`config.mk`:
```
export PLATFORM = sky130hd
export DESIGN_NAME = sound_event_arbiter
export DESIGN_NICKNAME = d
export VERILOG_FILES = /design/src/rtl/sound_event_arbiter.sv
export SDC_FILE = /design/constraint.sdc
export NUM_CORES = 1
export LEC_CHECK = 0
export BUFFER_PORTS_ARGS = -buffer_cell sky130_fd_sc_hd__buf_4
export CORE_UTILIZATION = 45
export CTS_CLUSTER_SIZE = 25
export DETAILED_ROUTE_END_ITERATION = 10
export GPL_ROUTABILITY_DRIVEN = 1
export GPL_TIMING_DRIVEN = 1
export PLACE_DENSITY = 0.61
export SETUP_SLACK_MARGIN = 0.1
export SYNTH_ARGS = -nofsm -noshare
export SYNTH_HDL_FRONTEND = slang
export SYNTH_SLANG_ARGS = --single-unit
export TNS_END_PERCENT = 10
```
`constraint.sdc`:
```
create_clock -name clk -period 5.5 [get_ports clk]
set_input_delay 1.1 -clock clk [delete_from_list [all_inputs] [get_ports clk]]
set_output_delay 1.1 -clock clk [all_outputs]
set_load 0.05 [all_outputs]
```
`src/rtl/sound_event_arbiter.sv`:
```
// Buzzer arbiter: latches game audio events, grants them in fixed priority
// (over > hit1 > hit2 > eat) and plays one timed square-wave tone at a time.
module sound_event_arbiter #(
  parameter int unsigned HP_EAT   = 12500,
  parameter int unsigned HP_HIT   = 25000,
  parameter int unsigned HP_OVER  = 50000,
  parameter int unsigned DUR_EAT  = 2500000,
  parameter int unsigned DUR_HIT  = 5000000,
  parameter int unsigned DUR_OVER = 12500000,
  parameter int unsigned GAP_CYC  = 250000
) (
  input  logic       clk,
  input  logic       rst,
  input  logic       eat_req,
  input  logic       hit1_req,
  input  logic       hit2_req,
  input  logic       over_lvl,
  input  logic       mute,
  output logic       sound_o,
  output logic       busy,
  output logic [1:0] active_id,
  output logic [7:0] drop_cnt
);

  localparam int unsigned HP_MAX0  = (HP_EAT > HP_HIT) ? HP_EAT : HP_HIT;
  localparam int unsigned HP_MAX   = (HP_MAX0 > HP_OVER) ? HP_MAX0 : HP_OVER;
  localparam int unsigned DUR_MAX0 = (DUR_EAT > DUR_HIT) ? DUR_EAT : DUR_HIT;
  localparam int unsigned DUR_MAX1 = (DUR_MAX0 > DUR_OVER) ? DUR_MAX0 : DUR_OVER;
  localparam int unsigned DUR_MAX  = (DUR_MAX1 > GAP_CYC) ? DUR_MAX1 : GAP_CYC;
  localparam int unsigned HW       = (HP_MAX > 1) ? $clog2(HP_MAX) : 1;
  localparam int unsigned DW       = (DUR_MAX > 1) ? $clog2(DUR_MAX) : 1;

  localparam logic [1:0] ID_NONE = 2'd0;
  localparam logic [1:0] ID_EAT  = 2'd1;
  localparam logic [1:0] ID_HIT  = 2'd2;
  localparam logic [1:0] ID_OVER = 2'd3;

  typedef enum logic [1:0] {S_IDLE, S_PLAY, S_GAP} state_t;

  state_t        state, state_nx;
  logic [3:0]    pend, pend_nx;        // {over, hit2, hit1, eat}
  logic          over_q;
  logic          lock, lock_nx;
  logic [1:0]    tone_id, tone_id_nx;
  logic          tone, tone_nx;
  logic [DW-1:0] dcnt, dcnt_nx;        // tone duration, then reused for the gap
  logic [HW-1:0] hcnt, hcnt_nx;
  logic          busy_nx, sound_nx;
  logic [1:0]    id_nx;
  logic [7:0]    drop_nx;

  logic          rise, fall, grant, preempt, clear_all, block;
  logic [1:0]    grant_id;
  logic [3:0]    req, take, keep, drop_vec;
  logic [2:0]    drops;
  logic [8:0]    drop_sum;

  function automatic logic [DW-1:0] dur_of(input logic [1:0] id);
    case (id)
      ID_OVER: return DW'(DUR_OVER - 1);
      ID_HIT:  return DW'(DUR_HIT - 1);
      default: return DW'(DUR_EAT - 1);
    endcase
  endfunction

  function automatic logic [HW-1:0] hp_of(input logic [1:0] id);
    case (id)
      ID_OVER: return HW'(HP_OVER - 1);
      ID_HIT:  return HW'(HP_HIT - 1);
      default: return HW'(HP_EAT - 1);
    endcase
  endfunction

  always_ff @(posedge clk or posedge rst) begin
    if (rst) begin
      state     <= S_IDLE;
      pend      <= '0;
      over_q    <= 1'b0;
      lock      <= 1'b0;
      tone_id   <= ID_NONE;
      tone      <= 1'b0;
      dcnt      <= '0;
      hcnt      <= '0;
      sound_o   <= 1'b0;
      busy      <= 1'b0;
      active_id <= ID_NONE;
      drop_cnt  <= '0;
    end else begin
      state     <= state_nx;
      pend      <= pend_nx;
      over_q    <= over_lvl;
      lock      <= lock_nx;
      tone_id   <= tone_id_nx;
      tone      <= tone_nx;
      dcnt      <= dcnt_nx;
      hcnt      <= hcnt_nx;
      sound_o   <= sound_nx;
      busy      <= busy_nx;
      active_id <= id_nx;
      drop_cnt  <= drop_nx;
    end
  end

  always_comb begin
    state_nx   = state;
    tone_id_nx = tone_id;
    tone_nx    = tone;
    dcnt_nx    = dcnt;
    hcnt_nx    = hcnt;
    lock_nx    = lock;
    grant      = 1'b0;
    grant_id   = ID_NONE;
    take       = 4'b0000;
    preempt    = 1'b0;
    clear_all  = 1'b0;
    rise       = over_lvl & ~over_q;
    fall       = ~over_lvl & over_q;
    req        = {rise, hit2_req, hit1_req, eat_req};

    if (fall) begin
      // new game: abandon everything and return to IDLE silently
      state_nx  = S_IDLE;
      tone_nx   = 1'b0;
      clear_all = 1'b1;
      lock_nx   = 1'b0;
    end else begin
      case (state)
        S_IDLE: begin
          if (pend[3]) begin
            grant = 1'b1; grant_id = ID_OVER; take[3] = 1'b1;
          end else if (pend[1]) begin
            grant = 1'b1; grant_id = ID_HIT; take[1] = 1'b1;
          end else if (pend[2]) begin
            grant = 1'b1; grant_id = ID_HIT; take[2] = 1'b1;
          end else if (pend[0]) begin
            grant = 1'b1; grant_id = ID_EAT; take[0] = 1'b1;
          end
        end
        S_PLAY: begin
          if (pend[3] && tone_id != ID_OVER) begin
            grant = 1'b1; grant_id = ID_OVER; take[3] = 1'b1; preempt = 1'b1;
          end else if (dcnt == '0) begin
            state_nx = S_GAP;
            tone_nx  = 1'b0;
            dcnt_nx  = DW'(GAP_CYC - 1);
          end else begin
            dcnt_nx = dcnt - DW'(1);
            if (hcnt == '0) begin
              tone_nx = ~tone;
              hcnt_nx = hp_of(tone_id);
            end else begin
              hcnt_nx = hcnt - HW'(1);
            end
          end
        end
        S_GAP: begin
          if (pend[3]) begin
            grant = 1'b1; grant_id = ID_OVER; take[3] = 1'b1;
          end else if (dcnt == '0) begin
            state_nx = S_IDLE;
            // the game-over sequence is finished: silence until the next game
            if (tone_id == ID_OVER) begin
              clear_all = 1'b1;
              lock_nx   = 1'b1;
            end
          end else begin
            dcnt_nx = dcnt - DW'(1);
          end
        end
        default: state_nx = S_IDLE;
      endcase
    end

    if (grant) begin
      state_nx   = S_PLAY;
      tone_id_nx = grant_id;
      tone_nx    = 1'b0;
      dcnt_nx    = dur_of(grant_id);
      hcnt_nx    = hp_of(grant_id);
    end

    // a bit consumed this edge may be re-armed by a simultaneous request
    block = lock | clear_all;
    keep  = pend & ~take;
    if (block) begin
      pend_nx[2:0]  = 3'b000;
      drop_vec[2:0] = req[2:0];
    end else begin
      pend_nx[2:0]  = keep[2:0] | req[2:0];
      drop_vec[2:0] = keep[2:0] & req[2:0];
    end
    pend_nx[3]  = clear_all ? 1'b0 : (keep[3] | req[3]);
    drop_vec[3] = keep[3] & req[3] & ~clear_all;

    drops    = 3'(drop_vec[0]) + 3'(drop_vec[1]) + 3'(drop_vec[2]) +
               3'(drop_vec[3]) + 3'(preempt);
    drop_sum = 9'(drop_cnt) + 9'(drops);
    drop_nx  = drop_sum[8] ? 8'hFF : drop_sum[7:0];

    busy_nx  = (state_nx != S_IDLE);
    id_nx    = (state_nx == S_PLAY) ? tone_id_nx : ID_NONE;
    sound_nx = tone_nx & ~mute;
  end

endmodule

```
==> out/results.txt, run 1 <==
vias in the first global route = 3106
die area = 8870 um2
Synth Warn # = 0
row cnt = 33
CP startpoint = dcnt[0]
root buf cell = clkbuf_8
clock latency on the worst-skew pair = 0.35 ns
post-detail-place hpwl = 6560 um
CTS Buf Count = 9
Max-Cap Viols = 0
first-pass GRT wire length = 15800 um
Slew @ Worst Pin = 0.960 ns
Port Buffers = 18
Overflow after GRT = 0
H-Tree Depth = 3
Mean Syn Cell Area = 8.63 um2
final period utilization = 86.5%
Final setup viols = 0
CTS resizes = 0
r2r endpoint = drop_cnt[4]
via count = 3418
Final ANT Viol Nets = 0
Placer Congestion = 0.843
ys flop type = dfrtp_1
storage element area = 1580 um2
1st-pass router iterations = 4
cts hold-fix bufs = 0
cell count after synthesis = 443
Critical Path Sink Type = flip-flop
Nets = 471
startpoint types = flip-flop
num ports = 19
Leak = 1.75 nW
via/cell ratio = 6.07
pwr/cell area = 537 nW/um2
most numerous cell in the Yosys netlist = dfrtp_1
Post-CTS Setup Inserts = 0
CP Capture Point = drop_cnt[4]
Syn Nets = 461
Min Hold Slack = 0.500 ns
WP data arrival = 4.98 ns
clock sink total = 63
core box area = 8220 um2
chip height = 94.2 um
DR iter-0 viols = 183
Cell Count Post-Placement = 547
largest net degree at the start of global routing = 38
drt drc = 0
multi-input logic area = 2070 um2
WS Path Type = flip-flop to flip-flop
Setup Total Neg Slack = 0 ns
count of final hold-check violations = 0
Initial Utilization = 46.6%
Post-synth EDFFs = 0
CTS Buffer Depth = 2
initial antenna violation count = 0
outcome = complete, no violations
WL final = 9650 um
Area contributors post-synth = dfrtp_1, nor2_1, a21oi_1
final std cells w/o fill = 563
Slew HR = 36.0%
r2r setup slk = 0.74 ns
HP Class = flip-flop to flip-flop
ant diodes = 0
Post-Syn Area = 3820 um2
Worst R2R Start = dcnt[0]
WP data required = 5.72 ns
critical path peak fanout = 8
CTS tree = yes
Die X = 94.2 um
Unique masters post-synth = 59
Max Freq = 0.210 GHz
maximum vdd drop = 0.354 mV
area grow syn2layout = 11.2%
Seq/Total Area, Yosys = 41.2%
FILL cells = 774
wire per inst = 17.1 um
Async SR Flop Fraction = 100%
share of layout cells above drive strength 1 = 11.6%
clock skew = 0.00859 ns
synthesized flop and latch total = 63
min cycle time layout = 4.76 ns
reg2reg path depth = 16
max-slew violation count = 0
clk slew on worst S/H paths = 0.07 ns
post-synth top area cell = dfrtp_1
top cells by count, synth = dfrtp_1, nor2_1, a21oi_1, o21ai_0
area share of the largest cell type after synthesis = 41.2%
RSZ-0062 raised after global routing = false
GRT Total Usage = 23.4%
## stage by stage
step / cell area [um2] / power [mW] / worst slack (ns) / util (%)
CTS: 4250 / 2.29 / 0.758 / 51.8
finish: 4250 / 2.29 / 0.745 / 51.8
detailed placement: 4030 / 1.82 / 0.796 / 49.0
floorplan: 3820 / 1.54 / 1.19 / -
global route: 4250 / 2.44 / 0.316 / 51.8
global placement: 4030 / 1.79 / 0.894 / 49.0
## worst min path at each step
| stage | cells after the start | slack, ns | end | from |
|---|---|---|---|---|
| floorplan | 1 | 0.46 | dcnt[13] | dcnt[13] |
| global placement | 1 | 0.48 | dcnt[22] | dcnt[22] |
| detailed placement | 1 | 0.48 | dcnt[22] | dcnt[22] |
| CTS | 1 | 0.50 | dcnt[22] | dcnt[22] |
| global route | 1 | 0.51 | dcnt[13] | dcnt[13] |
| finish | 1 | 0.50 | dcnt[22] | dcnt[22] |
## power by group
group	leakage, nW	switching, mW	internal (mW)
combinational	0.889	0.611	0.377
sequential	0.747	0.195	0.632
clock	0.114	0.191	0.280
total	1.75	0.996	1.29
## area by class of cell
class	count	share of cell area (%)
repair buffers	24	4.24
clock buffers	13	3.74
clock inverters	3	1.53
well taps	105	3.09
inverters	20	1.76
multi-input cells	335	48.6
flip-flops and latches	63	37.1
## cell families (layout without fill, tap and decap cells)
kind of cell / after synthesis / count (layout) / share of synthesized area [%]
compound gates: 146 / 146 / 25.2
xor+xnor: 3 / 3 / 0.687
fa+ha+maj: 11 / 11 / 4.19
buf+inv: 45 / 60 / 4.74
flops: 63 / 63 / 41.2
simple gates: 175 / 175 / 23.9
## worst max-delay path: stages (launching register included)
cell,delay [ns]
dfrtp_1,0.41
inv_1,0.10
ha_1,0.15
nor4b_1,0.26
and4_1,0.39
nand2_1,0.13
nor4_1,0.49
or3_1,0.27
o21ai_0,0.14
fa_1,0.47
fa_1,0.54
inv_1,0.04
ha_1,0.22
fa_1,0.41
a21o_1,0.26
nand4_1,0.22
o21ai_0,0.12
## sequential cells by signal, indices dropped and copies added, names as in the netlist
| signal | count |
|---|---|
| dcnt | 24 |
| hcnt | 16 |
| drop_cnt | 8 |
| pend | 4 |
| active_id | 2 |
| state | 2 |
| tone_id | 2 |
| busy | 1 |
| lock | 1 |
| over_q | 1 |
| sound_o | 1 |
| tone | 1 |
## cell usage in the layout, fill, tap and decap left out, drive strengths merged, types with 2 or more instances in the layout
| cell | n |
|---|---|
| a22o | 4 |
| nor3 | 28 |
| o31a | 4 |
| o22a | 4 |
| and3 | 5 |
| nand4 | 2 |
| nand2 | 28 |
| nor2 | 52 |
| o2bb2ai | 7 |
| a21oi | 35 |
| o41ai | 2 |
| buf | 24 |
| o31ai | 3 |
| a221o | 2 |
| bufinv | 2 |
| ha | 8 |
| dfrtp | 63 |
| o21a | 7 |
| clkbuf | 13 |
| o21ai | 38 |
| o22ai | 3 |
| or4b | 2 |
| o32a | 5 |
| nand2b | 6 |
| a21o | 5 |
| xnor2 | 2 |
| fa | 3 |
| inv | 20 |
| a31oi | 16 |
| or4 | 7 |
| a31o | 2 |
| nor4 | 10 |
| a211oi | 2 |
| or3 | 6 |
| and2 | 5 |
| nor4b | 4 |
| nand3 | 11 |
| or2 | 2 |
| nor2b | 4 |
## layer usage
layer | GRT usage, % | wire length, um | vias up
li1 | - | - | 1657
met1 | 31.5 | 4590 | 1647
met2 | 37.1 | 4470 | 94
met3 | 4.29 | 376 | 20
met4 | 8.85 | 207 | 0
met5 | 0 | 0 | -
Note: power is estimated with default switching activity, not from simulation.
==> run 2, diff against run 1 <==
Settings changed: CORE_ASPECT_RATIO set to 1.4, CORE_MARGIN set to 1.
Clock period 5.5 ns to 5.37 ns, I/O delays scaled along.
==> out/results.txt, run 2 (synthesized netlist as in run 1, its figures left out) <==
chip height = 111 um (was 94.2 um)
share of layout cells above drive strength 1 = 11.6% (about the same)
Max-Cap Viols = 0 (unchanged)
pwr/cell area = 580 nW/um2 (was 537 nW/um2)
Largest stage delay, worst path = 0.55 ns (was 0.54 ns)
WL final = 9760 um (was 9650 um)
clock latency on the worst-skew pair = 0.34 ns (was 0.35 ns)
ant diodes = 0 (unchanged)
Critical path buffers and inverters = 2 (unchanged)
Worst R2R Start = dcnt[0] (unchanged)
RSZ-0062 raised after global routing = false (unchanged)
commonest non-fill, non-tap cell in the layout = dfrtp_1 (unchanged)
Final setup viols = 0 (unchanged)
hold path depth = 1 (unchanged)
Placer Congestion = 0.867 (was 0.843)
Slowest-stage cell, CP = fa_1 (unchanged)
WP data arrival = 4.94 ns (was 4.98 ns)
CTS Buffer Depth = 2 (unchanged)
Final ANT Viol Nets = 0 (unchanged)
largest reg by FF count = dcnt (unchanged)
most frequent cells in the layout = dfrtp_1, nor2_1, a21oi_1 (unchanged)
CTS Buf Count = 9 (unchanged)
pre-CTS setup slack = 0.620 ns (was 0.796 ns)
largest net degree at the start of global routing = 64 (was 38)
Worst Hold End = dcnt[13] (was dcnt[22])
GRT Total Usage = 24.2% (was 23.4%)
startpoint types = flip-flop (unchanged)
clk slew on worst S/H paths = 0.06 ns (was 0.07 ns)
Overflow after GRT = 0 (unchanged)
final standard cell area without fillers = 4360 um2 (was 4250 um2)
max reg flops = 24 (unchanged)
Slew HR = 35.4% (was 36.0%)
post-route setup slack = 0.638 ns (was 0.745 ns)
via/cell ratio = 6.06 (was 6.07)
Slew @ Worst Pin = 0.968 ns (was 0.960 ns)
DR iter-0 viols = 189 (was 183)
row cnt = 39 (was 33)
Hold Crit Start = dcnt[13] (was dcnt[22])
clock skew = 0.00486 ns (was 0.00859 ns)
Min Hold Slack = 0.499 ns (was 0.500 ns)
Cell Count Post-Placement = 542 (was 547)
Top Registers = dcnt: 24 flops, hcnt: 16 flops, drop_cnt: 8 flops (unchanged)
r2r endpoint = drop_cnt[4] (unchanged)
Leak = 1.79 nW (was 1.75 nW)
die area = 8880 um2 (was 8870 um2)
count of final hold-check violations = 0 (unchanged)
drt drc = 0 (unchanged)
maximum vdd drop = 0.241 mV (was 0.354 mV)
WS Path Type = flip-flop to flip-flop (unchanged)
final core utilization = 53.2% (was 51.8%)
Die X = 79.9 um (was 94.2 um)
area grow syn2layout = 13.9% (was 11.2%)
most frequent CP cell = fa_1 (unchanged)
initial antenna violation count = 0 (unchanged)
max-slew violation count = 0 (unchanged)
Max Freq = 0.211 GHz (was 0.210 GHz)
min cycle time layout = 4.73 ns (was 4.76 ns)
HP Class = flip-flop to flip-flop (unchanged)
wire per inst = 17.5 um (was 17.1 um)
reg2reg path depth = 16 (unchanged)
Critical Path Sink Type = flip-flop (unchanged)
CTS resizes = 0 (unchanged)
r2r setup slk = 0.64 ns (was 0.74 ns)
Power, Total = 2.53 mW (was 2.29 mW)
CP Cell Sequence = inv_1, ha_1, nor4b_1, and4_1, nand2_1, nor4_1, or3_1, o21ai_0, fa_1, fa_1, inv_1, ha_1, fa_1, a21o_1, nand4_1, o21ai_0 (unchanged)
final std cells w/o fill = 558 (was 563)
outcome = complete, no violations (unchanged)
first-pass GRT wire length = 16300 um (was 15800 um)
clock sink total = 63 (unchanged)
critical path peak fanout = 8 (unchanged)
Initial Utilization = 46.7% (was 46.6%)
Port Buffers = 18 (unchanged)
dpl cell area = 4010 um2 (was 4030 um2)
WP data required = 5.58 ns (was 5.72 ns)
final period utilization = 88.1% (was 86.5%)
Nets = 469 (was 471)
vias in the first global route = 3271 (was 3106)
root buf cell = clkbuf_16 (was clkbuf_8)
core box area = 8200 um2 (was 8220 um2)
Setup Total Neg Slack = 0 ns (unchanged)
Post-CTS Setup Inserts = 0 (unchanged)
Crit path max-delay family = adder cells (unchanged)
post-detail-place hpwl = 6700 um (was 6560 um)
CTS tree = yes (unchanged)
1st-pass router iterations = 4 (unchanged)
H-Tree Depth = 3 (unchanged)
cts hold-fix bufs = 0 (unchanged)
num ports = 19 (unchanged)
via count = 3382 (was 3418)
==> run 2: power breakdown <==
part / total, mW / leakage, nW / switching [mW] / internal [mW]
Combinational: 0.998 / 0.879 / 0.618 / 0.381
Clock: 0.682 / 0.168 / 0.218 / 0.464
Sequential: 0.849 / 0.747 / 0.200 / 0.648
Total: 2.53 / 1.79 / 1.04 / 1.49
==> run 2: how the worst max path moves through the flow <==
| stage | startpoint | cells past startpoint | slack, ns | endpoint |
|---|---|---|---|---|
| final | dcnt[0] | 16 | 0.64 | drop_cnt[4] |
| after CTS | dcnt[0] | 16 | 0.62 | drop_cnt[4] |
| after global routing | dcnt[14] | 14 | 0.24 | drop_cnt[4] |
| after detailed placement | dcnt[0] | 16 | 0.62 | drop_cnt[4] |
| after floorplan | over_lvl | 13 | 1.08 | drop_cnt[4] |
| after global placement | dcnt[0] | 16 | 0.75 | drop_cnt[4] |
==> run 2: routing by layer <==
metal | part of all wire (%) | global-route usage, %
met3 | 3.8 | 5.76
met4 | 2.5 | 10.7
met2 | 50 | 38.9
met5 | 0 | 0
met1 | 43 | 30.5
==> run 2: area by class of cell <==
class / count / area (um2)
clock inverter: 6 / 108
inverter: 20 / 75.1
tap: 102 / 128
clock buffer: 10 / 239
timing repair buffer: 22 / 165
fill: 780 / 3840
multi-input combinational: 335 / 2070
sequential: 63 / 1580
==> run 2: worst reg2reg max path, delay by kind of cell, from the launching register on <==
| family | cells | cell delay [ns] |
|---|---|---|
| AO/OA/AOI/OAI | 3 | 0.51 |
| adder cells (fa/ha/maj) | 5 | 1.79 |
| buffers and inverters | 2 | 0.13 |
| flip-flops | 1 | 0.40 |
| AND/OR/NAND/NOR | 6 | 1.77 |
